File: src/rtl/sobel_column_filter_pkg.sv
// sobel_pkg: shared widths, saturation limit and FSM state for the filter.
// Optional build macro used by the filter: SOBEL_ROW_BORDER_EN.
package sobel_pkg;

   localparam int PIX_W_DFLT = 8;
   localparam int GRAD_EXTRA = 3;
   localparam int GRAD_W     = PIX_W_DFLT + GRAD_EXTRA;
   localparam int SAT_MAX    = (1 << PIX_W_DFLT) - 1;

   typedef enum logic {
      RUN   = 1'b0,
      FLUSH = 1'b1
   } state_e;

   function automatic int grad_w(input int pix_w);
      return pix_w + GRAD_EXTRA;
   endfunction

endpackage

File: src/rtl/sobel_column_filter_if.sv
// FIFO-side signals of the sobel column filter.
// slave = filter side, master = FIFO/environment side.
interface sobel_column_filter_if
   import sobel_pkg::*;
#(
   parameter int PIX_W = PIX_W_DFLT
);

   logic [3*PIX_W-1:0] in_dout;
   logic               in_empty;
   logic               in_rd_en;
   logic [PIX_W-1:0]   out_din;
   logic               out_full;
   logic               out_wr_en;
   logic               frame_done;

   modport master (
      output in_dout, in_empty, out_full,
      input  in_rd_en, out_din, out_wr_en, frame_done
   );

   modport slave (
      input  in_dout, in_empty, out_full,
      output in_rd_en, out_din, out_wr_en, frame_done
   );

endinterface

File: src/rtl/sobel_column_filter_kernel.sv
// sobel_kernel: combinational 3x3 Sobel, |Gx|+|Gy| saturated to PIX_W bits.
// Columns: col0 oldest, col2 newest; lane0 top row, lane2 bottom row.
module sobel_kernel
   import sobel_pkg::*;
#(
   parameter int PIX_W = PIX_W_DFLT
) (
   input  logic [3*PIX_W-1:0] col0_i,
   input  logic [3*PIX_W-1:0] col1_i,
   input  logic [3*PIX_W-1:0] col2_i,
   output logic [PIX_W-1:0]   mag_o
);

   localparam int GW = grad_w(PIX_W);

   typedef logic signed [GW-1:0] grad_t;

   function automatic grad_t px(
      input logic [3*PIX_W-1:0] col,
      input int                 lane
   );
      return grad_t'({{GRAD_EXTRA{1'b0}}, col[lane*PIX_W +: PIX_W]});
   endfunction

   grad_t         gx;
   grad_t         gy;
   logic [GW-1:0] ax;
   logic [GW-1:0] ay;
   logic [GW-1:0] sum;

   // The centre pixel carries no weight in either gradient.
   logic unused_center;
   assign unused_center = ^col1_i[2*PIX_W-1:PIX_W];

   // Gradients, absolute values and saturated magnitude.
   always_comb begin
      gx = (px(col2_i, 0) + (px(col2_i, 1) <<< 1) + px(col2_i, 2))
         - (px(col0_i, 0) + (px(col0_i, 1) <<< 1) + px(col0_i, 2));
      gy = (px(col0_i, 0) + (px(col1_i, 0) <<< 1) + px(col2_i, 0))
         - (px(col0_i, 2) + (px(col1_i, 2) <<< 1) + px(col2_i, 2));
      ax = gx[GW-1] ? -gx : gx;
      ay = gy[GW-1] ? -gy : gy;
      sum = ax + ay;
      mag_o = (sum[GW-1:PIX_W] != '0) ? {PIX_W{1'b1}} : sum[PIX_W-1:0];
   end

endmodule

File: src/rtl/sobel_column_filter.sv
// sobel_column_filter: column-streaming 3x3 Sobel magnitude stage.
// Build macro SOBEL_ROW_BORDER_EN zeroes every output of the first/last row.
module sobel_column_filter
   import sobel_pkg::*;
#(
   parameter int WIDTH  = 720,
   parameter int HEIGHT = 540,
   parameter int PIX_W  = PIX_W_DFLT
) (
   input  logic                  clock,
   input  logic                  reset,
   sobel_column_filter_if.slave  bus
);

   localparam int CW = $clog2(WIDTH);
   localparam int RW = (HEIGHT > 1) ? $clog2(HEIGHT) : 1;
   localparam int LW = 3 * PIX_W;

   localparam logic [CW-1:0] COL_LAST = CW'(WIDTH - 1);
   localparam logic [CW-1:0] COL_ONE  = CW'(1);
   localparam logic [RW-1:0] ROW_LAST = RW'(HEIGHT - 1);

   state_e           state_q, state_d;
   logic [CW-1:0]    col_q, col_d;
   logic [RW-1:0]    row_q, row_d;
   logic [LW-1:0]    w1_q, w1_d;
   logic [LW-1:0]    w2_q, w2_d;
   logic             out_valid_q, out_valid_d;
   logic [PIX_W-1:0] out_data_q, out_data_d;
   logic             out_last_q, out_last_d;

   logic             stage_free;
   logic             pop;
   logic             write;
   logic             load;
   logic             zero_row;
   logic [PIX_W-1:0] mag;
   logic [PIX_W-1:0] load_val;

   sobel_kernel #(
      .PIX_W (PIX_W)
   ) u_kernel (
      .col0_i (w1_q),
      .col1_i (w2_q),
      .col2_i (bus.in_dout),
      .mag_o  (mag)
   );

   assign write      = out_valid_q & ~bus.out_full;
   assign stage_free = ~out_valid_q | ~bus.out_full;
   assign pop        = (state_q == RUN) & ~bus.in_empty & stage_free;

   assign bus.in_rd_en   = pop;
   assign bus.out_wr_en  = write;
   assign bus.out_din    = out_data_q;
   assign bus.frame_done = write & out_last_q;

`ifdef SOBEL_ROW_BORDER_EN
   assign zero_row = (row_q == '0) | (row_q == ROW_LAST);
`else
   assign zero_row = 1'b0;
`endif

   // Window shift, column/row stepping and output-register reload.
   always_comb begin
      state_d    = state_q;
      col_d      = col_q;
      row_d      = row_q;
      w1_d       = w1_q;
      w2_d       = w2_q;
      load       = 1'b0;
      load_val   = '0;
      out_last_d = out_last_q;
      unique case (state_q)
         RUN: begin
            if (pop) begin
               w1_d = w2_q;
               w2_d = bus.in_dout;
               if (col_q != '0) begin
                  load = 1'b1;
                  if (col_q != COL_ONE && !zero_row) begin
                     load_val = mag;
                  end
               end
               if (col_q == COL_LAST) begin
                  col_d   = '0;
                  state_d = FLUSH;
               end else begin
                  col_d = col_q + 1'b1;
               end
            end
         end
         FLUSH: begin
            if (stage_free) begin
               load    = 1'b1;
               state_d = RUN;
               if (row_q == ROW_LAST) begin
                  row_d = '0;
               end else begin
                  row_d = row_q + 1'b1;
               end
            end
         end
         default: ;
      endcase
      out_valid_d = load | (out_valid_q & ~write);
      out_data_d  = load ? load_val : out_data_q;
      if (load) begin
         out_last_d = (state_q == FLUSH) & (row_q == ROW_LAST);
      end
   end

   // State, window and output register; reset drops any partial row.
   always_ff @(posedge clock) begin
      if (reset) begin
         state_q     <= RUN;
         col_q       <= '0;
         row_q       <= '0;
         w1_q        <= '0;
         w2_q        <= '0;
         out_valid_q <= 1'b0;
         out_data_q  <= '0;
         out_last_q  <= 1'b0;
      end else begin
         state_q     <= state_d;
         col_q       <= col_d;
         row_q       <= row_d;
         w1_q        <= w1_d;
         w2_q        <= w2_d;
         out_valid_q <= out_valid_d;
         out_data_q  <= out_data_d;
         out_last_q  <= out_last_d;
      end
   end

endmodule

File: src/flat_wrapper.sv
// flat-port wrapper written by rule: the top's interface ports become plain ports
module sobel_column_filter_flat import sobel_pkg::*;
#(
   parameter int WIDTH  = 720,
   parameter int HEIGHT = 540,
   parameter int PIX_W  = PIX_W_DFLT
)
  (clock, reset, bus_in_dout, bus_in_empty, bus_out_full, bus_in_rd_en, bus_out_din, bus_out_wr_en, bus_frame_done);
  sobel_column_filter_if #(.PIX_W(PIX_W)) bus_i ();
  input  logic clock;
  input  logic reset;
  input wire logic [$bits(bus_i.in_dout)-1:0] bus_in_dout;
  input wire logic [$bits(bus_i.in_empty)-1:0] bus_in_empty;
  input wire logic [$bits(bus_i.out_full)-1:0] bus_out_full;
  output wire logic [$bits(bus_i.in_rd_en)-1:0] bus_in_rd_en;
  output wire logic [$bits(bus_i.out_din)-1:0] bus_out_din;
  output wire logic [$bits(bus_i.out_wr_en)-1:0] bus_out_wr_en;
  output wire logic [$bits(bus_i.frame_done)-1:0] bus_frame_done;
  assign bus_i.in_dout = bus_in_dout;
  assign bus_i.in_empty = bus_in_empty;
  assign bus_i.out_full = bus_out_full;
  assign bus_in_rd_en = bus_i.in_rd_en;
  assign bus_out_din = bus_i.out_din;
  assign bus_out_wr_en = bus_i.out_wr_en;
  assign bus_frame_done = bus_i.frame_done;
  sobel_column_filter #(.WIDTH(WIDTH), .HEIGHT(HEIGHT), .PIX_W(PIX_W)) u_core (.clock(clock), .reset(reset), .bus(bus_i));
endmodule
File: config.mk
export PLATFORM = sky130hd
export DESIGN_NAME = sobel_column_filter_flat
export DESIGN_NICKNAME = d
export VERILOG_FILES = /design/src/rtl/sobel_column_filter_pkg.sv /design/src/rtl/sobel_column_filter_if.sv /design/src/rtl/sobel_column_filter_kernel.sv /design/src/rtl/sobel_column_filter.sv /design/src/flat_wrapper.sv
export SDC_FILE = /design/constraint.sdc
export NUM_CORES = 1
export LEC_CHECK = 0
export BUFFER_PORTS_ARGS = -buffer_cell sky130_fd_sc_hd__buf_4
export CORE_MARGIN = 2
export CORE_UTILIZATION = 40
export CTS_CLUSTER_SIZE = 20
export DETAILED_ROUTE_END_ITERATION = 16
export PLACE_DENSITY = 0.52
export SLEW_MARGIN = 20
export SYNTH_ARGS = -nofsm -noshare
export SYNTH_HDL_FRONTEND = slang
export SYNTH_SLANG_ARGS = --single-unit
File: constraint.sdc
create_clock -name clock -period 13.1 [get_ports clock]
set_input_delay 0.655 -clock clock [delete_from_list [all_inputs] [get_ports clock]]
set_output_delay 0.655 -clock clock [all_outputs]
set_load 0.05 [all_outputs]
==> flow_summary.ini, run 1 <==
[detailed_routing]
avgRoutedWirePerCell_um = 13.41
route.detailed.drc = 0
drtIter0Drc = 294
routed_wl_mm = 13.94
vias_per_cell = 4.907
dr.pass1.iters = 4
ant_nets = 0
dr_total_vias = 5098

[critical_path]
cp_data_arrival_time_ns = 6.31
crit_path_max_fanout = 9
ff2ff_path_depth = 23
required_ns = 13.30
rr_startpoint = u_core.w1_q[3]
crit_slowest_cell = fa_1
r2r_end = u_core.bus.out_din[5]
endpoint = u_core.bus.out_din[5]
path_class = reg -> reg
end_kind = flip-flop
path_cells = inv_1 > fa_1 > fa_1 > inv_1 > fa_1 > inv_1 > ha_1 > or2_2 > and3_1 > o41ai_2 > o21bai_1 > a21o_1 > mux2_2 > inv_1 > fa_1 > nor2b_1 > o21a_1 > o21a_1 > o31ai_1 > a221oi_1 > nand3_1 > a221oi_1 > a311oi_2
rrSetupSlack_ns = 6.98
cp-startpoint = u_core.w1_q[3]
slowest_delay_ns = 0.54
startpoint_type = flip-flop

[placed_design]
dp_cells = 1023
dpl_cell_area_mm2 = 0.006945
portBuffers = 38
place_ws_ns = 6.700
dp_hpwl_mm = 10.99
globalplace.congestion = 0.8256

[global_route]
grt_pass1_wl_mm = 24.03
antenna_found_initial = 0
met2_usage = 0.2688
grt_max_degree = 65
track_usage = 0.1776
globalRouteMet1Util = 0.2547
grt-ovfl-total = 0
grt_pass1_vias = 5053
busiest_layer = met2
met3_usage = 0.03583

[synthesis]
synth-seq-area-share = 0.2450
ys_types = 57
yosys.area.top_type = dfxtp_1
yosys_warnings = 0
syn-num-nets = 920
ys_ff_latch = 79
synth_cells = 789
synth-edff-count = 0
avgSynthCellArea_um2 = 8.181
postSynth.asyncResetShare = 0
synthFlopType = dfxtp_1
synth.area.top_cells = dfxtp_1 25%, fa_1 20%, inv_1 8.6%, ha_1 7.8%, nand2_1 7.3%
syn_area_mm2 = 0.006455
synth.top_cell.area_share = 0.2450

[sta]
fin_worst_skew_ns = 0.004810
rsz0062_at_grt = false
timing.fmax_mhz = 163.5
maxSlewHeadroom = 0.4677
hold_viol_final = 0
timing.final.crit_share = 0.4668
setup_slack_ns = 6.985
worst_pin_slew_ns = 0.7860
fin_crit_ns = 6.115
tns_ns = 0
slew_viol_final = 0
setup_viol = 0

[power_and_ir_drop]
combPwrFrac = 0.743
p_switching_w = 0.001016
p_leak_nw = 3.146
seq_power_share = 0.135
switching_share = 0.5025
power_density_mw_per_mm2 = 279.5
ir_drop_uv = 228.2
internal_power_w = 0.001006
p_clk_frac = 0.121

[clock_network]
clock_latency_ns = 0.34
post-cts-setup-buffers = 0
clk_pin_slew_ns = 0.06
cts_tree = done
ctsResizeCount = 0
numCtsBuffers = 9
cts_buffer_depth = 2
cts_sinks = 79
cts_max_level = 3
holdBufCountCts = 0
clockRootBuffer = clkbuf_16

[die]
dieArea_mm2 = 0.01717
coreArea_mm2 = 0.01583
initial_utilization = 0.4078
chipHeight_um = 131.0
die_w_um = 131.0
placementRows = 46
ios = 39

[min_path]
hold_class = reg -> reg

[finish]
design_area_mm2 = 0.007236
area_growth_pct = 12.10
fillerInstances = 1610
final_common_cell = inv_1
nNetsFinal = 949
mostFrequentLayoutCells = 147 x inv_1, 126 x nand2_1, 79 x dfxtp_1
drive_gt1_frac = 0.07898
instances_no_fill = 1039
antenna_cells = 0

[run_status]
status = finished, final reports clean

[job]
drv_cap = 0
[registers in the layout (all words and copies together), names as in the netlist]
name                flops
u_core.w2_q            24
u_core.w1_q            24
u_core.out_last_q       1
u_core.bus.out_din      8
u_core.out_valid_q      1
u_core.row_q           10
u_core.state_q          1
u_core.col_q           10
[power by group through the flow]
stage          registers [W]  clock network (W)  logic, W
2_1_floorplan       0.000314                  0   0.00114
3_3_place_gp        0.000278                  0   0.00146
3_5_place_dp        0.000279                  0   0.00149
4_1_cts             0.000274           0.000254   0.00150
5_1_grt             0.000276           0.000266   0.00170
6_report            0.000274           0.000246   0.00150
[per-stage QoR]
step | hold WS (ns) | total power (W) | utilization
after floorplan | 0.4317 | 0.001453 | -
after global routing | 0.4674 | 0.002239 | 0.4572
final | 0.4465 | 0.002022 | 0.4572
after CTS | 0.4531 | 0.002030 | 0.4569
after detailed placement | 0.4472 | 0.001768 | 0.4388
after global placement | 0.4371 | 0.001736 | 0.4388
[cell families after synthesis]
kind of cell / after synthesis / synth area share
AO/OA/AOI/OAI: 150 / 0.1512
XOR/XNOR: 48 / 0.06513
adder cells (fa/ha/maj): 103 / 0.2729
buffers and inverters: 170 / 0.09886
flip-flops: 79 / 0.2450
multiplexers: 3 / 0.004846
AND/OR/NAND/NOR: 236 / 0.1620
[critical path, delay by kind of cell (launching register included)]
kind | cells | cell delay (ns)
multiplexers | 1 | 0.28
adder cells (fa/ha/maj) | 5 | 2.34
AO/OA/AOI/OAI | 9 | 1.93
buffers and inverters | 4 | 0.23
flip-flops | 1 | 0.38
AND/OR/NAND/NOR | 4 | 0.81
[cell type report]
type,count,area [um^2],share of cell area
Timing Repair Buffer,40,300.3,0.04150
Clock inverter,3,26.28,0.003631
Sequential cell,79,1582,0.2186
Clock buffer,13,260.3,0.03597
Tap cell,216,270.3,0.03735
Inverter,148,555.5,0.07678
Multi-Input combinational cell,540,4242,0.5862
[worst min-delay path by stage]
stage	start	endpoint	slack (ns)	cells after the start
finish	u_core.w2_q[11]	u_core.w1_q[11]	0.45	2
global route	u_core.w2_q[11]	u_core.w1_q[11]	0.47	2
CTS	u_core.w2_q[11]	u_core.w1_q[11]	0.45	2
detailed placement	u_core.w2_q[10]	u_core.w2_q[10]	0.45	2
global placement	u_core.w2_q[9]	u_core.w1_q[9]	0.44	2
floorplan	u_core.out_last_q	u_core.out_last_q	0.43	2
[metal layers]
metal	routed length [um]	part of all wire
met5	0	0
met1	7167	0.51
met4	185	0.013
met3	460	0.033
met2	6124	0.44
[cell usage after synthesis, types with 2 or more instances]
| master | instances |
|---|---|
| nand3_1 | 8 |
| o31ai_1 | 4 |
| or3_1 | 3 |
| ha_1 | 40 |
| nand2_1 | 126 |
| xor2_1 | 21 |
| or4_1 | 3 |
| o21a_1 | 8 |
| o21ai_0 | 10 |
| o311ai_0 | 2 |
| nor2b_1 | 5 |
| dfxtp_1 | 79 |
| or2_2 | 2 |
| clkbuf_1 | 20 |
| nor3_1 | 9 |
| xnor2_1 | 27 |
| nand2b_1 | 9 |
| inv_1 | 148 |
| a41oi_1 | 7 |
| a221oi_1 | 4 |
| buf_1 | 2 |
| nor2_1 | 48 |
| mux2i_1 | 2 |
| fa_1 | 63 |
| a31oi_1 | 3 |
| nor4_1 | 3 |
| a21boi_0 | 2 |
| o41ai_1 | 2 |
| a21o_1 | 14 |
| nand4_1 | 8 |
| o21bai_1 | 2 |
| nor4b_1 | 2 |
| a21oi_1 | 76 |
| and2_1 | 2 |
| and3_1 | 3 |
Power figures use the tool's default switching activity.
==> run 2: changes to the inputs <==
==> constraint.sdc (replaced) <==
create_clock -name clock -period 6.4 [get_ports clock]
set_input_delay 0.32 -clock clock [delete_from_list [all_inputs] [get_ports clock]]
set_output_delay 0.32 -clock clock [all_outputs]
set_load 0.05 [all_outputs]
==> run 2 against run 1 <==
Against the previous run:
- critical path depth stayed put
- non-clock buffer count is 5 higher
- clock skew is 0.0044 ns higher
- final cell count is 0.48% higher
- combinational power is 120% higher
- utilization is 0.71 points higher
- cell area is 1.6% higher
- sequential share of layout area is 0.32 points lower
- wire length is 0.50% higher
- highest routed layer unchanged
==> flow_summary.ini, run 2 (same netlist as run 1, synthesis figures left out) <==
[clock_network]
holdBufCountCts = 0
clockRootBuffer = clkbuf_16
cts_max_level = 3
clock_latency_ns = 0.35
cts_buffer_depth = 2
cts_tree = done
numCtsBuffers = 9
cts_sinks = 79
clk_pin_slew_ns = 0.06

[critical_path]
end_kind = flip-flop
path_cells = inv_1 > fa_1 > fa_1 > inv_1 > fa_1 > inv_1 > ha_1 > or2_2 > and3_2 > o41ai_4 > o21bai_1 > a21o_2 > mux2_2 > inv_1 > fa_1 > nor2b_1 > o21a_1 > o21a_1 > o31ai_1 > a221oi_2 > nand3_1 > a221oi_2 > a311oi_2
crit_slowest_cell = fa_1
critPathBufInv = 4
cp_top_family = adder cells
slowest_delay_ns = 0.55
cp_data_arrival_time_ns = 6.24
required_ns = 6.61
startpoint_type = flip-flop
path_class = reg -> reg
crit_path_max_fanout = 9

[finish]
multiInputGateArea_mm2 = 0.004275
drive_gt1_frac = 0.09541
instances_no_fill = 1044
nNetsFinal = 954
antenna_cells = 0
fin_util = 0.4643
regArea_mm2 = 0.001583
largestRegisters = u_core.w1_q x24, u_core.w2_q x24
final_common_cell = inv_1
mostFrequentLayoutCells = 147 x inv_1, 125 x nand2_1, 78 x dfxtp_1
fillerInstances = 1609
area_growth_pct = 13.84

[detailed_routing]
route.detailed.drc = 0
drtIter0Drc = 270
dr_total_vias = 5091
routed_wl_mm = 14.01
vias_per_cell = 4.876
avgRoutedWirePerCell_um = 13.42
ant_nets = 0
dr.pass1.iters = 4

[run_status]
status = finished, final reports clean

[die]
chipHeight_um = 131.0
ios = 39
die_w_um = 131.0
initial_utilization = 0.4078
placementRows = 46
coreArea_mm2 = 0.01583
dieArea_mm2 = 0.01717

[power_and_ir_drop]
p_leak_nw = 3.195
seq_power_share = 0.127
combPwrFrac = 0.742
ir_drop_uv = 553.9
switching_share = 0.4909
p_clk_frac = 0.131
power_density_mw_per_mm2 = 598.0
p_switching_w = 0.002157
internal_power_w = 0.002237

[sta]
slew_viol_final = 0
maxSlewHeadroom = 0.4978
worst_pin_slew_ns = 0.7415
setup_slack_ns = 0.3712
setup_viol = 0
fin_crit_ns = 6.029
hold_viol_final = 0
timing.final.crit_share = 0.9420
timing.fmax_mhz = 165.9
fin_worst_skew_ns = 0.009168

[global_route]
grt_pass1_wl_mm = 23.81
track_usage = 0.1762
grt_max_degree = 65
antenna_found_initial = 0
grt_pass1_vias = 5010
grt-ovfl-total = 0

[placed_design]
dp_hpwl_mm = 11.04
portBuffers = 38
place_ws_ns = 0.2393
dp_cells = 1024
globalplace.congestion = 0.8295

[job]
drv_cap = 0

[min_path]
hold_class = in -> reg
run 2: cell types whose count changed in the layout (fill, tap and decap cells not counted), sizes merged:
cell / delta
bufinv: +2
clkbuf: -4
clkinvlp: +1
inv: +2
clkinv: -1
buf: +5
run 2: final cells by class:
class	instances	area share
Clock buffer	9	0.03065
Tap cell	216	0.03678
Sequential cell	79	0.2154
Inverter	148	0.07560
Timing Repair Buffer	45	0.04597
Clock inverter	7	0.01379
Multi-Input combinational cell	540	0.5818
run 2: stage by stage:
| step | hold slack [ns] | area (um^2) | setup TNS, ns | power [W] |
|---|---|---|---|---|
| after floorplan | 0.4317 | 6455 | 0 | 0.002974 |
| after global routing | 0.2222 | 7348 | -0.005595 | 0.004848 |
| after CTS | 0.2112 | 7279 | 0 | 0.004217 |
| final | 0.2247 | 7348 | 0 | 0.004394 |
| after global placement | 0.4385 | 6953 | 0 | 0.003555 |
| after detailed placement | 0.4421 | 6953 | 0 | 0.003613 |
run 2: power by group through the flow:
| stage | Sequential (W) | Clock [W] | Combinational [W] |
|---|---|---|---|
| floorplan | 0.000643 | 0 | 0.00233 |
| global placement | 0.000569 | 0 | 0.00299 |
| detailed placement | 0.000571 | 0 | 0.00304 |
| CTS | 0.000560 | 0.000591 | 0.00307 |
| global route | 0.000565 | 0.000610 | 0.00367 |
| finish | 0.000560 | 0.000574 | 0.00326 |
run 2: path summary, 6_finish.rpt:
path,start,depth (start not counted),end,slack (ns)
setup / recovery,u_core.w1_q[3],23,u_core.bus.out_din[5],0.37
hold / removal,bus_in_dout[15],3,u_core.w2_q[15],0.22
setup reg to reg,u_core.w1_q[3],23,u_core.bus.out_din[5],0.37
hold reg to reg,u_core.w2_q[11],2,u_core.w1_q[11],0.45
run 2: tightest hold or removal path, delay by kind of cell:
kind,cells,cell delay (ns)
buf+inv,1,0.11
compound gates,1,0.05
simple gates,1,0.05
run 2: routing by layer:
| layer | vias to the layer above | global-route usage | part of all wire |
|---|---|---|---|
| met2 | 72 | 0.2679 | 0.44 |
| met4 | 0 | 0.05257 | 0.012 |
| met3 | 11 | 0.03176 | 0.037 |
| met1 | 2401 | 0.2559 | 0.51 |
| li1 | 2607 | - | - |
| met5 | - | 0 | 0 |
run 2: what timing repair did:
item,in CTS,in global routing
gates resized for setup,0,9
hold endpoints to repair,0,0
setup buffers,0,4
endpoints found under the setup margin,0,8
==> run 3: changes to the inputs <==
--- a/config.mk
+++ b/config.mk
@@ -8,9 +8,11 @@
 export BUFFER_PORTS_ARGS = -buffer_cell sky130_fd_sc_hd__buf_4
 export CORE_MARGIN = 2
 export CORE_UTILIZATION = 40
+export CTS_BUF_LIST = sky130_fd_sc_hd__clkbuf_8
 export CTS_CLUSTER_SIZE = 20
 export DETAILED_ROUTE_END_ITERATION = 16
 export PLACE_DENSITY = 0.52
+export SKIP_CTS_REPAIR_TIMING = 1
 export SLEW_MARGIN = 20
 export SYNTH_ARGS = -nofsm -noshare
 export SYNTH_HDL_FRONTEND = slang
==> run 3 against run 2 <==
Against the previous run:
- first-iteration DRC count decreased by 8.1%
- global-route usage decreased by 0.12 points
- register-to-register slack about the same
- non-clock buffer count decreased by 1
- die area unchanged
- combinational power decreased by 1%
- critical path type unchanged
- largest cell class unchanged
- cell area decreased by 1.5%
- via count increased by 0.12%
- worst setup slack about the same
==> flow_summary.ini, run 3 (same netlist as run 1, synthesis figures left out) <==
[finish]
design_area_mm2 = 0.007239
area_growth_pct = 12.15
nNetsFinal = 953
mostFrequentLayoutCells = 147 x inv_1, 125 x nand2_1, 78 x dfxtp_1
largestRegisters = u_core.w1_q x24, u_core.w2_q x24
drive_gt1_frac = 0.09432
final_common_cell = inv_1
fillerInstances = 1620
antenna_cells = 0

[sta]
worst_pin_slew_ns = 0.7433
timing.hold.ws_ns = 0.1893
hold_viol_final = 0
fin_crit_ns = 6.029
maxSlewHeadroom = 0.4966
slew_viol_final = 0
fin_worst_skew_ns = 0.01210
setup_viol = 0
timing.fmax_mhz = 165.9
setup_slack_ns = 0.3714
timing.final.crit_share = 0.9420

[critical_path]
rr_startpoint = u_core.w1_q[3]
ff2ff_path_depth = 23
startpoint_type = flip-flop
r2r_end = u_core.bus.out_din[5]
path_class = reg -> reg
rrSetupSlack_ns = 0.37
cp_data_arrival_time_ns = 6.27
end_kind = flip-flop
crit_path_max_fanout = 9
required_ns = 6.64

[global_route]
grt_max_degree = 65
antenna_found_initial = 0
grt-ovfl-total = 0
track_usage = 0.1750
grt_pass1_vias = 4980
grt_pass1_wl_mm = 23.65

[run_status]
status = finished, final reports clean

[min_path]
min_from = bus_in_dout[15]
holdPathEnd = u_core.w2_q[15]
hold_path_depth = 3
hold_class = in -> reg

[detailed_routing]
dr_total_vias = 5097
dr.pass1.iters = 4
ant_nets = 0
routed_wl_mm = 13.95
route.detailed.drc = 0
avgRoutedWirePerCell_um = 13.38
vias_per_cell = 4.887
drtIter0Drc = 248

[job]
drv_cap = 0

[placed_design]
place_ws_ns = 0.2393
portBuffers = 38
globalplace.congestion = 0.8295
dpl_cell_area_mm2 = 0.006953
dp_hpwl_mm = 11.04

[die]
dieArea_mm2 = 0.01717
die_w_um = 131.0
initial_utilization = 0.4078
chipHeight_um = 131.0
placementRows = 46
ios = 39
coreArea_mm2 = 0.01583

[power_and_ir_drop]
p_leak_nw = 3.144
ir_drop_uv = 547.5
power_density_mw_per_mm2 = 583.2

[clock_network]
cts_tree = done
cts_buffer_depth = 2
clk_pin_slew_ns = 0.09
numCtsBuffers = 9
cts_sinks = 79
clockRootBuffer = clkbuf_8
cts_max_level = 3
clock_latency_ns = 0.38
[run 3: area by class of cell]
cell class	count	area (um^2)	area share
clock buffer	9	123.9	0.01711
clock inverter	7	101.3	0.01400
tap	216	270.3	0.03733
multi-input combinational	540	4275	0.5906
sequential	79	1583	0.2186
timing repair buffer	44	330.3	0.04563
inverter	148	555.5	0.07674
[run 3: worst max-delay path, cell delays in order, from the launching register on]
cell	delay [ns]
dfxtp_2	0.35
inv_1	0.06
fa_1	0.50
fa_1	0.55
inv_1	0.05
fa_1	0.52
inv_1	0.04
ha_1	0.32
or2_2	0.30
and3_2	0.27
o41ai_4	0.36
o21bai_1	0.10
a21o_2	0.28
mux2_2	0.26
inv_1	0.06
fa_1	0.46
nor2b_1	0.13
o21a_1	0.14
o21a_1	0.19
o31ai_1	0.11
a221oi_2	0.28
nand3_1	0.17
a221oi_2	0.28
a311oi_2	0.12
[run 3: layer usage]
metal  vias up  share of wire  GRT usage
met3        15          0.028    0.02524
li1       2603              -          -
met4         0          0.015    0.06508
met5         -              0          0
met1      2410           0.52     0.2539
met2        69           0.44     0.2649
[run 3: where the power goes]
part / switching (W) / leakage (nW) / internal (W)
sequential: 0.0000283 / 0.644 / 0.000531
combinational: 0.00189 / 2.39 / 0.00134
clock: 0.000214 / 0.112 / 0.000224
total: 0.00213 / 3.14 / 0.00209
[run 3: metrics by stage]
step                      cells  setup TNS, ns  utilization  power, W
final                      1043              0       0.4574  0.004222
after global routing       1043       -0.01751       0.4574  0.004675
after CTS                  1040              0       0.4535  0.004078
after detailed placement   1024              0       0.4393  0.003613
after global placement     1024              0       0.4393  0.003555
after floorplan             789              0            -  0.002974
[run 3: worst max-delay path by stage]
stage	startpoint	to	slack (ns)	depth (start not counted)
after floorplan	u_core.w1_q[3]	u_core.bus.out_din[5]	0.60	24
after global placement	u_core.w1_q[3]	u_core.bus.out_din[5]	0.37	23
after detailed placement	u_core.w1_q[3]	u_core.bus.out_din[5]	0.24	23
after CTS	u_core.w1_q[3]	u_core.bus.out_din[5]	0.22	23
after global routing	u_core.w1_q[3]	u_core.bus.out_din[5]	-0.02	23
final	u_core.w1_q[3]	u_core.bus.out_din[5]	0.37	23
